### src/rtl/cmsdk_apb_to_ahb.sv
// APB4 completer to AHB-Lite manager bridge: one APB access becomes one single AHB transfer.
// Optional macro CMSDK_APB_TO_AHB_STRB_CHECK_EN rejects illegal write strobes with PSLVERR.
module cmsdk_apb_to_ahb #(
  parameter int ADDRWIDTH = 16
) (
  input  logic                 HCLK,
  input  logic                 HRESETn,
  input  logic                 PSEL,
  input  logic                 PENABLE,
  input  logic                 PWRITE,
  input  logic [ADDRWIDTH-1:0] PADDR,
  input  logic [31:0]          PWDATA,
  input  logic [3:0]           PSTRB,
  input  logic [2:0]           PPROT,
  output logic                 PREADY,
  output logic [31:0]          PRDATA,
  output logic                 PSLVERR,
  output logic [ADDRWIDTH-1:0] HADDR,
  output logic [1:0]           HTRANS,
  output logic [2:0]           HSIZE,
  output logic                 HWRITE,
  output logic [3:0]           HPROT,
  output logic [2:0]           HBURST,
  output logic                 HMASTLOCK,
  output logic [31:0]          HWDATA,
  input  logic                 HREADY,
  input  logic [31:0]          HRDATA,
  input  logic                 HRESP,
  output logic                 BUSY
);

  typedef enum logic [1:0] {
    ST_IDLE = 2'b00,
    ST_ADDR = 2'b01,
    ST_DATA = 2'b10,
    ST_RESP = 2'b11
  } state_t;

`ifdef CMSDK_APB_TO_AHB_STRB_CHECK_EN
  localparam logic STRB_CHECK = 1'b1;
`else
  localparam logic STRB_CHECK = 1'b0;
`endif

  // Returns {legal, hsize[2:0], haddr[1:0]} for a write strobe pattern.
  function automatic logic [5:0] strb_decode(input logic [3:0] strb);
    logic [5:0] res;
    case (strb)
      4'b1111: res = {1'b1, 3'b010, 2'b00};
      4'b0011: res = {1'b1, 3'b001, 2'b00};
      4'b1100: res = {1'b1, 3'b001, 2'b10};
      4'b0001: res = {1'b1, 3'b000, 2'b00};
      4'b0010: res = {1'b1, 3'b000, 2'b01};
      4'b0100: res = {1'b1, 3'b000, 2'b10};
      4'b1000: res = {1'b1, 3'b000, 2'b11};
      default: res = {1'b0, 3'b010, 2'b00};
    endcase
    return res;
  endfunction

  state_t                 state_q, state_d;
  logic [ADDRWIDTH-1:0]   haddr_q;
  logic [2:0]             hsize_q;
  logic                   hwrite_q;
  logic [3:0]             hprot_q;
  logic [31:0]            hwdata_q;
  logic [31:0]            prdata_q;
  logic                   pslverr_q;
  logic                   abort_q;

  logic [5:0]             strb_dec_s;
  logic                   setup_s;
  logic                   reject_s;
  logic                   discard_s;
  logic [1:0]             htrans_s;
  logic                   pready_s;
  logic                   busy_s;
  logic                   unused_s;

  assign strb_dec_s = strb_decode(PSTRB);
  assign setup_s    = PSEL & ~PENABLE;
  assign reject_s   = STRB_CHECK & PWRITE & ~strb_dec_s[5];
  assign discard_s  = abort_q | ~PSEL;
  assign unused_s   = ^{PADDR[1:0], PPROT[1]};

  // State register
  always_ff @(posedge HCLK) begin
    if (!HRESETn) begin
      state_q <= ST_IDLE;
    end else begin
      state_q <= state_d;
    end
  end

  // Next-state decode
  always_comb begin
    state_d = state_q;
    case (state_q)
      ST_IDLE: begin
        if (setup_s) begin
          if (reject_s) begin
            state_d = ST_RESP;
          end else begin
            state_d = ST_ADDR;
          end
        end else begin
          state_d = ST_IDLE;
        end
      end
      ST_ADDR: begin
        if (HREADY) begin
          state_d = ST_DATA;
        end else begin
          state_d = ST_ADDR;
        end
      end
      ST_DATA: begin
        if (HREADY) begin
          state_d = ST_RESP;
        end else begin
          state_d = ST_DATA;
        end
      end
      ST_RESP: state_d = ST_IDLE;
      default: state_d = ST_IDLE;
    endcase
  end

  // Outputs decoded purely from the state register
  always_comb begin
    htrans_s = 2'b00;
    pready_s = 1'b0;
    busy_s   = 1'b1;
    case (state_q)
      ST_IDLE: busy_s   = 1'b0;
      ST_ADDR: htrans_s = 2'b10;
      ST_DATA: htrans_s = 2'b00;
      ST_RESP: pready_s = 1'b1;
      default: busy_s   = 1'b0;
    endcase
  end

  // Transfer attributes and APB response registers
  always_ff @(posedge HCLK) begin
    if (!HRESETn) begin
      haddr_q   <= '0;
      hsize_q   <= 3'b000;
      hwrite_q  <= 1'b0;
      hprot_q   <= 4'b0000;
      hwdata_q  <= 32'h0000_0000;
      prdata_q  <= 32'h0000_0000;
      pslverr_q <= 1'b0;
      abort_q   <= 1'b0;
    end else begin
      case (state_q)
        ST_IDLE: begin
          if (setup_s) begin
            haddr_q   <= {PADDR[ADDRWIDTH-1:2], PWRITE ? strb_dec_s[1:0] : 2'b00};
            hsize_q   <= PWRITE ? strb_dec_s[4:2] : 3'b010;
            hwrite_q  <= PWRITE;
            hprot_q   <= {2'b00, PPROT[0], ~PPROT[2]};
            hwdata_q  <= PWDATA;
            abort_q   <= 1'b0;
            prdata_q  <= 32'h0000_0000;
            pslverr_q <= reject_s;
          end
        end
        ST_ADDR: begin
          if (!PSEL) begin
            abort_q <= 1'b1;
          end
        end
        ST_DATA: begin
          // A response for an access the APB master abandoned is dropped
          if (HREADY) begin
            pslverr_q <= HRESP & ~discard_s;
            prdata_q  <= (hwrite_q | discard_s | HRESP) ? 32'h0000_0000 : HRDATA;
          end else if (!PSEL) begin
            abort_q <= 1'b1;
          end
        end
        ST_RESP: begin
          prdata_q  <= 32'h0000_0000;
          pslverr_q <= 1'b0;
        end
        default: begin
          prdata_q  <= 32'h0000_0000;
          pslverr_q <= 1'b0;
        end
      endcase
    end
  end

  assign PREADY    = pready_s;
  assign PRDATA    = prdata_q;
  assign PSLVERR   = pslverr_q;
  assign HADDR     = haddr_q;
  assign HTRANS    = htrans_s;
  assign HSIZE     = hsize_q;
  assign HWRITE    = hwrite_q;
  assign HPROT     = hprot_q;
  assign HBURST    = 3'b000;
  assign HMASTLOCK = 1'b0;
  assign HWDATA    = hwdata_q;
  assign BUSY      = busy_s;

endmodule

### config.mk
export PLATFORM = sky130hd
export DESIGN_NAME = cmsdk_apb_to_ahb
export DESIGN_NICKNAME = d
export VERILOG_FILES = /design/src/rtl/cmsdk_apb_to_ahb.sv
export SDC_FILE = /design/constraint.sdc
export NUM_CORES = 1
export LEC_CHECK = 0
export BUFFER_PORTS_ARGS = -buffer_cell sky130_fd_sc_hd__buf_2
export CORE_MARGIN = 2
export CORE_UTILIZATION = 45
export CTS_CLUSTER_DIAMETER = 40
export DETAILED_ROUTE_END_ITERATION = 12
export PLACE_DENSITY = 0.8
export SYNTH_ARGS = -nofsm -noshare
export SYNTH_HDL_FRONTEND = slang
export SYNTH_SLANG_ARGS = --single-unit
export TNS_END_PERCENT = 1
### constraint.sdc
create_clock -name HCLK -period 1.9 [get_ports HCLK]
set_clock_uncertainty 0.1 [all_clocks]
set_input_delay 0.095 -clock HCLK [delete_from_list [all_inputs] [get_ports HCLK]]
set_output_delay 0.095 -clock HCLK [all_outputs]
set_load 0.005 [all_outputs]
==> metrics.cfg <==
[pwr]
p_total_mw=4.04
cellInternalPower_mw=3.02
seq_power_share_pct=48.3
pwr-share-comb_pct=15.8
vdd_ir_drop_max_mv=0.523
clockPowerShare_pct=35.9
p_per_area_nw_per_um2=709
power_switching_mw=1.01
switching_share_pct=25.1
p_leak_nw=2.61

[floorplanning]
die_height_um=94.3
rows=32
pin_count=191
die_w_um=94.3
design.core.area_um2=7810
start_util_pct=47.0
die_area_um2=8890

[layout]
nets=767
fin_cells=775
diodes=0
layout_common_cells=buf_2 (179), nand2_1 (134), dfxtp_1 (89), dlygate4sd3_1 (84), a21boi_0 (49)
drive_above_1_share_pct=30.9
layout_commonest_cell=buf_2
final_util_pct=73.0
syn2layout_area_growth_pct=55.4

[route]
drc=0
num_vias=3813
drt_pass1_iterations=4
wl_per_cell_um=14.4
ant_nets=0
drt_iter0_drc=183
vias_per_cell=4.92
wirelength_um=11100

[grt]
grt_pass1_wl_um=17900
grt_remaining_overflow=0
grt_usage_pct=25.4
grt_antenna_before_repair=0
grt_pass1_vias=3948
grt_max_degree=93

[sta]
tns_ps=0
finalSetupViolCount=0
fmaxAchievable_mhz=562
layout_min_cycle_time_ps=1780
fin_crit_sh_pct=93.7
setup_ws_ps=120
rsz0062_at_grt=no
finalMaxSlewViolations=0
final-hold-violation-count=0

[job]
maxCapViolCount=0

[clocking]
htreeDepth=3
cts_buffers=9
cts_root_buf=clkbuf_8
clock_sinks=89
insertion_delay_ps=340
cts.path.max_buffers=2
cts_tree=built
cts.clk_slew.worst_paths_ps=90
cts_setup_buffers=0

[setup_path]
criticalPathCategory=reg -> reg
path_max_fanout=50
end_kind=flip-flop
arrival_ps=1940
worstSetupStartpointType=flip-flop
crit_required_ps=2060

[logic_synthesis]
ys_top_cells_by_area=dfxtp_1 (49%), nand2_1 (14%), a21boi_0 (10%)
ys_ff_latch=89
yosysSeqAreaShare_pct=48.6
yosys_warnings=0
synthCells=418
synthesis.area_um2=3670
synth_top_area_share_pct=48.6
synth_top_area_cell=dfxtp_1
avgSynthCellArea_um2=8.77
yosysUniqueCellTypes=34

[outcome]
outcome=finished clean

[placed_design]
gp_congestion=0.825
io_buffers=179
dpl.cell_count=675
place_ws_ps=135
post-dp-hpwl_um=6370

[hold_path]
hold_class=in -> reg

state kept, by name (all words and copies together), names as in the netlist, named ones only:
signal,flops
state_q,1
PSLVERR,1
abort_q,1
HADDR,16
HWDATA,32
PRDATA,32
HWRITE,1
HPROT,2
HSIZE,2
path summary, 6_finish.rpt:
path / cells past startpoint / startpoint / endpoint / slack, ps
setup / recovery: 6 / flip-flop / HWDATA[0] / 120
setup reg to reg: 6 / flip-flop / HWDATA[0] / 120
hold / removal: 4 / PSTRB[3] / HADDR[0] / 20
hold reg to reg: 2 / PRDATA[6] / PRDATA[6] / 360
metal layers:
layer / global-route usage, % / vias up / part of all wire, %
met5: 0 / - / 0
met2: 47.7 / 139 / 53
met3: 4.82 / 34 / 5.0
met4: 12.4 / 0 / 3.5
li1: - / 1867 / -
met1: 27.0 / 1773 / 38
cells in the mapped netlist:
| library cell | number |
|---|---|
| nand4_1 | 1 |
| and3b_1 | 2 |
| nand3b_1 | 1 |
| nor3_1 | 1 |
| a21oi_1 | 1 |
| buf_1 | 1 |
| a221oi_4 | 1 |
| o31ai_1 | 1 |
| dfxtp_1 | 89 |
| nand4b_1 | 1 |
| a31oi_1 | 2 |
| and2_1 | 1 |
| a32o_1 | 1 |
| nor3b_1 | 1 |
| nand3_1 | 35 |
| mux2i_1 | 33 |
| a211oi_1 | 1 |
| xor2_1 | 2 |
| a21boi_0 | 49 |
| inv_2 | 1 |
| nand2_1 | 134 |
| and3_1 | 1 |
| buf_6 | 3 |
| conb_1 | 1 |
| inv_1 | 4 |
| nand2b_1 | 1 |
| buf_4 | 8 |
| o211a_1 | 1 |
| nor4bb_1 | 1 |
| nor2_1 | 3 |
| ha_1 | 5 |
| buf_2 | 13 |
| clkbuf_1 | 14 |
| o21ai_0 | 4 |
timing repair:
action / in CTS / in global routing
hold endpoints to repair: 86 / 0
setup endpoints to repair: 0 / 3
hold buffers: 84 / 0
gates resized for setup: 0 / 1
power by group through the flow:
stage	clock, mW	combinational (mW)	sequential [mW]
global route	1.56	0.694	1.96
floorplan	0	0.277	2.00
detailed placement	0	0.489	1.99
CTS	1.48	0.625	1.95
global placement	0	0.478	1.99
finish	1.45	0.638	1.95
through the flow:
stage               hold slack (ps)  area (µm²)
floorplan                      95.9        3690
global placement                232        4630
detailed placement              241        4630
CTS                            12.8        5700
global route                   57.2        5700
finish                         15.8        5700
final cells by class:
| type | instances | area [µm²] |
|---|---|---|
| fillers | 560 | 2110 |
| well taps | 102 | 128 |
| inverters | 5 | 18.8 |
| flip-flops and latches | 89 | 1780 |
| clock inverters | 7 | 101 |
| multi-input cells | 292 | 1690 |
| repair buffers | 271 | 1860 |
| clock buffers | 9 | 124 |
cells by family (layout without fill, tap and decap cells):
kind of cell,after synthesis,count (layout),synth area share [%]
AO/OA/AOI/OAI,61,61,12.7
XOR/XNOR,2,2,0.478
flip-flops,89,89,48.6
buffers and inverters,44,292,6.38
adder cells (fa/ha/maj),5,5,1.71
multiplexers,33,33,9.01
AND/OR/NAND/NOR,183,183,21.0
other,1,8,0.102
worst max-delay path: stages, from the launching register on:
cell	delay [ps]
dfxtp_1	340
inv_1	120
ha_2	280
and3b_2	260
buf_12	230
nand2_1	130
a21boi_0	220
No activity file was read; power rests on OpenSTA's default activity.
